## config.mk

```make
export PLATFORM = sky130hd
export DESIGN_NAME = control_comandos_teclado
export DESIGN_NICKNAME = d
export VERILOG_FILES = /design/src/rtl/control_comandos_teclado.sv
export SDC_FILE = /design/constraint.sdc
export NUM_CORES = 1
export LEC_CHECK = 0
export BUFFER_PORTS_ARGS = -buffer_cell sky130_fd_sc_hd__buf_2
export CAP_MARGIN = 25
export CORE_MARGIN = 4
export CORE_UTILIZATION = 40
export CTS_BUF_LIST = sky130_fd_sc_hd__clkbuf_2 sky130_fd_sc_hd__clkbuf_4 sky130_fd_sc_hd__clkbuf_8
export DETAILED_ROUTE_END_ITERATION = 8
export PLACE_DENSITY_LB_ADDON = 0.12
export SLEW_MARGIN = 20
export SYNTH_ARGS = -nofsm -noshare
export SYNTH_HDL_FRONTEND = slang
export SYNTH_SLANG_ARGS = --single-unit
```

## constraint.sdc

```tcl
create_clock -name reloj -period 6.68 [get_ports reloj]
set_clock_uncertainty 0.1 [all_clocks]
set_input_delay 1.002 -clock reloj [delete_from_list [all_inputs] [get_ports reloj]]
set_output_delay 1.002 -clock reloj [all_outputs]
set_load 0.02 [all_outputs]
```

## src/rtl/control_comandos_teclado.sv

```systemverilog
// PS/2 scan-code sequencer: decodes make/break/extended prefixes, suppresses
// typematic repeat of the held key and queues 4-bit commands in a small FIFO.
module control_comandos_teclado #(
    parameter int DEPTH   = 4,
    parameter int TIMEOUT = 50000
) (
    input  logic       reloj,
    input  logic       reset,
    input  logic [7:0] code_in,
    input  logic       code_valid,
    input  logic       cmd_ack,
    output logic [3:0] cmd,
    output logic       cmd_valid,
    output logic       fifo_full,
    output logic       overflow
);

    localparam int AW = $clog2(DEPTH);
    localparam int CW = $clog2(TIMEOUT) + 1;
    localparam logic [CW-1:0] CNT_MAX = CW'(TIMEOUT - 1);
    localparam logic [7:0] PFX_BRK = 8'hF0;
    localparam logic [7:0] PFX_EXT = 8'hE0;

    typedef enum logic [1:0] {ESPERA, RUPTURA, EXTENDIDO, EXT_RUPTURA} state_t;

    state_t        state, next_state;
    logic [CW-1:0] cnt;
    logic [3:0]    held;
    logic [3:0]    mem [DEPTH];
    logic [AW-1:0] wr_ptr, rd_ptr;
    logic [AW:0]   count;
    logic          make_ev, break_ev, is_pfx;
    logic [3:0]    code_cmd;
    logic          pop, push, full, wr_ok;

    function automatic logic [3:0] map_code(input logic [7:0] c);
        case (c)
            8'h05:   map_code = 4'd1;
            8'h06:   map_code = 4'd2;
            8'h04:   map_code = 4'd3;
            8'h0C:   map_code = 4'd4;
            8'h03:   map_code = 4'd5;
            8'h1D:   map_code = 4'd6;
            8'h1C:   map_code = 4'd7;
            8'h1B:   map_code = 4'd8;
            8'h23:   map_code = 4'd9;
            default: map_code = 4'd0;
        endcase
    endfunction

    assign is_pfx   = (code_in == PFX_BRK) || (code_in == PFX_EXT);
    assign code_cmd = map_code(code_in);

    always_ff @(posedge reloj) begin
        if (reset) state <= ESPERA;
        else       state <= next_state;
    end

    // A strobe in the timeout cycle is still decoded in the prefix state.
    always_comb begin
        next_state = state;
        if (code_valid) begin
            case (state)
                ESPERA:      if (code_in == PFX_BRK)      next_state = RUPTURA;
                             else if (code_in == PFX_EXT) next_state = EXTENDIDO;
                RUPTURA:     next_state = ESPERA;
                EXTENDIDO:   next_state = (code_in == PFX_BRK) ? EXT_RUPTURA : ESPERA;
                EXT_RUPTURA: next_state = ESPERA;
                default:     next_state = ESPERA;
            endcase
        end else if (state != ESPERA && cnt == CNT_MAX) begin
            next_state = ESPERA;
        end
    end

    always_comb begin
        make_ev  = 1'b0;
        break_ev = 1'b0;
        if (code_valid && !is_pfx) begin
            make_ev  = (state == ESPERA);
            break_ev = (state == RUPTURA);
        end
    end

    // Every prefix entry coincides with a strobe, so clearing on strobes suffices.
    always_ff @(posedge reloj) begin
        if (reset)               cnt <= '0;
        else if (code_valid)     cnt <= '0;
        else if (cnt != CNT_MAX) cnt <= cnt + CW'(1);
    end

    assign full  = (count == (AW+1)'(DEPTH));
    assign pop   = cmd_ack && (count != '0);
    assign push  = make_ev && (code_cmd != 4'd0) && (code_cmd != held);
    assign wr_ok = push && (!full || pop);

    always_ff @(posedge reloj) begin
        if (reset) begin
            held     <= '0;
            wr_ptr   <= '0;
            rd_ptr   <= '0;
            count    <= '0;
            overflow <= 1'b0;
        end else begin
            if (push)
                held <= code_cmd;
            else if (break_ev && code_cmd != 4'd0 && code_cmd == held)
                held <= '0;
            if (wr_ok) wr_ptr <= wr_ptr + AW'(1);
            if (pop)   rd_ptr <= rd_ptr + AW'(1);
            case ({wr_ok, pop})
                2'b10:   count <= count + (AW+1)'(1);
                2'b01:   count <= count - (AW+1)'(1);
                default: count <= count;
            endcase
            if (push && !wr_ok) overflow <= 1'b1;
        end
    end

    always_ff @(posedge reloj) begin
        if (wr_ok) mem[wr_ptr] <= code_cmd;
    end

    assign cmd_valid = (count != '0);
    assign cmd       = cmd_valid ? mem[rd_ptr] : 4'd0;
    assign fifo_full = full;

endmodule

```

==> flow_metrics.env <==
export IMPL_final_net_count=281
export IMPL_fillers=582
export IMPL_synthMostInstantiatedCell="sky130_fd_sc_hd__dfxtp_1"
export IMPL_place_worst_setup_slack_ns=2.718
export IMPL_period_share_pct=54.79
export IMPL_layout_drive_gt1_share_pct=16.29
export IMPL_synth_cell_area_um2=2504
export IMPL_core_outline_area_um2=5991
export IMPL_routedWlPerCell_um=13.73
export IMPL_power_density_nw_per_um2=234.8
export IMPL_netlist_top_cells_count="sky130_fd_sc_hd__dfxtp_1 (33), sky130_fd_sc_hd__nor2_1 (30), sky130_fd_sc_hd__nand2_1 (18), sky130_fd_sc_hd__edfxtp_1 (16), sky130_fd_sc_hd__xor2_1 (13)"
export IMPL_max_clock_freq_mhz=273.2
export IMPL_rsz0062_at_grt="no"
export IMPL_drtAntennaViolNets=0
export IMPL_clockRootBuffer="sky130_fd_sc_hd__clkbuf_8"
export IMPL_antenna_found_initial=0
export IMPL_drt_vias_per_instance=5.215
export IMPL_final_max_slew_viol_count=0
export IMPL_holdWs_ns=0.3853
export IMPL_hpwlAfterDp_mm=3.488
export IMPL_start_util_pct=41.79
export IMPL_place_detailed_instances=331
export IMPL_synthDominantCellAreaShare_pct=26.39
export IMPL_worst_vdd_drop_mv=0.09698
export IMPL_critical_path_peak_fanout=11
export IMPL_setup_total_negative_slack_ns=0
export IMPL_timing_hold_worst_start="held[0]"
export IMPL_antenna_cells=0
export IMPL_worst_setup_hold_path_clk_slew_ns=0.09
export IMPL_data_arrival_at_the_endpoint_of_the_critical_path_ns=3.75
export IMPL_netlist_cell_type_count=50
export IMPL_dieArea_um2=7589
export IMPL_rr_worst_depth=9
export IMPL_total_setup_violations_reported_at_the_end_of_the_flow=0
export IMPL_detailed_route_drc_error_count=0
export IMPL_leakagePower_nw=1.006
export IMPL_ff2ff_setup_slack_ns=3.98
export IMPL_synth_largest_area_cell="sky130_fd_sc_hd__dfxtp_1"
export IMPL_worst_slew_pin_transition_ns=0.5852
export IMPL_stdcell_count=339
export IMPL_synthCells=246
export IMPL_detail_route_iter0_violations=94
export IMPL_rows=28
export IMPL_grt_first_pass_wirelength_mm=8.142
export IMPL_synth_seq_cells=49
export IMPL_status="completed"
export IMPL_setup_crit_path_kind="input port to register"
export IMPL_htree_levels=2
export IMPL_min_delay_path_class="register to register"
export IMPL_timing_rr_end="count[2]"
export IMPL_edff_count_synth=16
export IMPL_total_power_mw=0.6509
export IMPL_ioPinCount=19
export IMPL_number_of_global_route_vias_before_repair=1713
export IMPL_critical_path_endpoint_type="register"
export IMPL_timing_max_cap_violations=0
export IMPL_number_of_hold_buffers_added_after_cts=0
export IMPL_gp_routability_congestion=0.7498
export IMPL_yosys_top_cells_area="sky130_fd_sc_hd__dfxtp_1 (26%), sky130_fd_sc_hd__edfxtp_1 (19%), sky130_fd_sc_hd__xor2_1 (4.5%)"
export IMPL_critical_path_required_ns=6.77
export IMPL_grt_start_max_net_pins=18
export IMPL_hold_viol=0
export IMPL_fin_ws_ns=3.020
export IMPL_hold_depth=1
export IMPL_cts_buffer_depth=2
export IMPL_post_cts_repair_setup_buffers=0
export IMPL_slew_headroom_pct=60.90
export IMPL_post_cts_resized_instances=0
export IMPL_number_of_nets_in_the_synthesized_netlist=264
export IMPL_seq_area_frac_synth_pct=45.58
export IMPL_rr_startpoint="held[2]"
export IMPL_syn_to_layout_area_delta_pct=10.74
export IMPL_total_length_of_routed_wires_mm=4.654
export IMPL_synthArstFlopShare_pct=0
export IMPL_hold_path_endpoint="held[0]"
export IMPL_place_port_buffers=18
export IMPL_die_width_um=87.12
export IMPL_critical_path_startpoint_type="input port"
export IMPL_final_min_clock_period_ns=3.660
export IMPL_tritoncts="yes"
export IMPL_clock_sinks=49
export IMPL_clkLatencyLatePin_ns=0.29
export IMPL_first_pass_iters=4
export IMPL_total_cts_buffers=5
export IMPL_grt_overflow=0
export IMPL_post_synth_cell_area_avg_um2=10.18
export IMPL_dieHeight_um=87.12
export IMPL_yosys_warnings=0
export IMPL_postSynth_topFlopCell="sky130_fd_sc_hd__dfxtp_1"
export IMPL_vias=1768
export IMPL_total_global_routing_track_utilization_pct=13.54
placed cells by master, fill, tap and decap left out, types with 3 or more instances in the layout:
master and count:
sky130_fd_sc_hd__dfxtp_1 33, sky130_fd_sc_hd__nor2_1 30, sky130_fd_sc_hd__nand2_1 18, sky130_fd_sc_hd__buf_2 18
sky130_fd_sc_hd__edfxtp_1 16, sky130_fd_sc_hd__xor2_1 13, sky130_fd_sc_hd__and2_1 11, sky130_fd_sc_hd__nand3_1 10
sky130_fd_sc_hd__a21oi_1 9, sky130_fd_sc_hd__inv_1 8, sky130_fd_sc_hd__nor3b_1 6, sky130_fd_sc_hd__clkbuf_8 6
sky130_fd_sc_hd__nor3_1 5, sky130_fd_sc_hd__mux4_2 5, sky130_fd_sc_hd__xnor2_1 5, sky130_fd_sc_hd__ha_1 5
sky130_fd_sc_hd__nor2b_1 4, sky130_fd_sc_hd__a31o_1 4, sky130_fd_sc_hd__and3b_1 3, sky130_fd_sc_hd__nand2b_1 3
sky130_fd_sc_hd__or3_1 3, sky130_fd_sc_hd__and3_1 3, sky130_fd_sc_hd__o21ai_0 3, sky130_fd_sc_hd__o32ai_1 3
routing by layer:
layer / wire length (um) / global-route usage (%)
met2: 2034 / 20.43
met4: 89 / 4.324
met1: 2370 / 19.29
met5: 0 / 0
met3: 160 / 3.027
how the worst max path moves through the flow:
stage               start       end  slack, ns  depth (start not counted)
6_report       code_in[3]  count[2]       3.02                         11
5_1_grt        code_in[3]  count[2]       2.94                         11
4_1_cts        code_in[3]  count[2]       3.01                         11
3_5_place_dp   code_in[3]  count[2]       2.72                         11
3_3_place_gp   code_in[3]  count[2]       2.79                         11
2_1_floorplan  code_in[3]  count[2]       3.10                         10
logic make-up (layout without fill, tap and decap cells):
family / count (synthesis) / in the layout / synth area share, %
AND/OR/NAND/NOR: 110 / 110 / 23.49
flip-flops: 49 / 49 / 45.58
AO/OA/AOI/OAI: 36 / 36 / 11.14
XOR/XNOR: 18 / 18 / 6.297
buffers and inverters: 16 / 34 / 2.499
multiplexers: 11 / 11 / 7.696
adder cells (fa/ha/maj): 6 / 6 / 3.298
critical path, cell delays in order:
cell and delay [ns]:
sky130_fd_sc_hd__buf_2 0.16, sky130_fd_sc_hd__nor3_1 0.34, sky130_fd_sc_hd__a32o_1 0.23, sky130_fd_sc_hd__mux4_2 0.54, sky130_fd_sc_hd__a21oi_4 0.20, sky130_fd_sc_hd__o21a_4 0.18, sky130_fd_sc_hd__nor2_1 0.05, sky130_fd_sc_hd__fa_1 0.38
sky130_fd_sc_hd__and3b_1 0.17, sky130_fd_sc_hd__mux2i_1 0.15, sky130_fd_sc_hd__mux2_1 0.33
metrics by stage:
| stage | instance area [um^2] | util, % |
|---|---|---|
| global placement | 2655 | 44.32 |
| floorplan | 2504 | - |
| finish | 2773 | 46.28 |
| global route | 2773 | 46.28 |
| detailed placement | 2655 | 44.32 |
| CTS | 2773 | 46.28 |
flip-flops by register name, indices dropped and copies added (netlist names), named ones only:
| name | count |
|---|---|
| overflow | 1 |
| state | 2 |
| wr_ptr | 2 |
| cnt | 17 |
| held | 4 |
| mem | 16 |
| rd_ptr | 2 |
| count | 3 |
area by class of cell:
type / instances / area [um^2] / share of cell area, %
Sequential cell: 49 / 1141 / 41.16
Clock inverter: 1 / 30.03 / 1.083
Tap cell: 75 / 93.84 / 3.384
Clock buffer: 7 / 87.58 / 3.159
Inverter: 8 / 30.03 / 1.083
Timing Repair Buffer: 18 / 90.09 / 3.249
Multi-Input combinational cell: 181 / 1300 / 46.89
power by group:
part           switching (mW)  internal, mW
Sequential            0.00906         0.314
Combinational          0.0635        0.0494
Clock                  0.0917         0.123
Total                   0.164         0.487
Power figures use the tool's default switching activity.
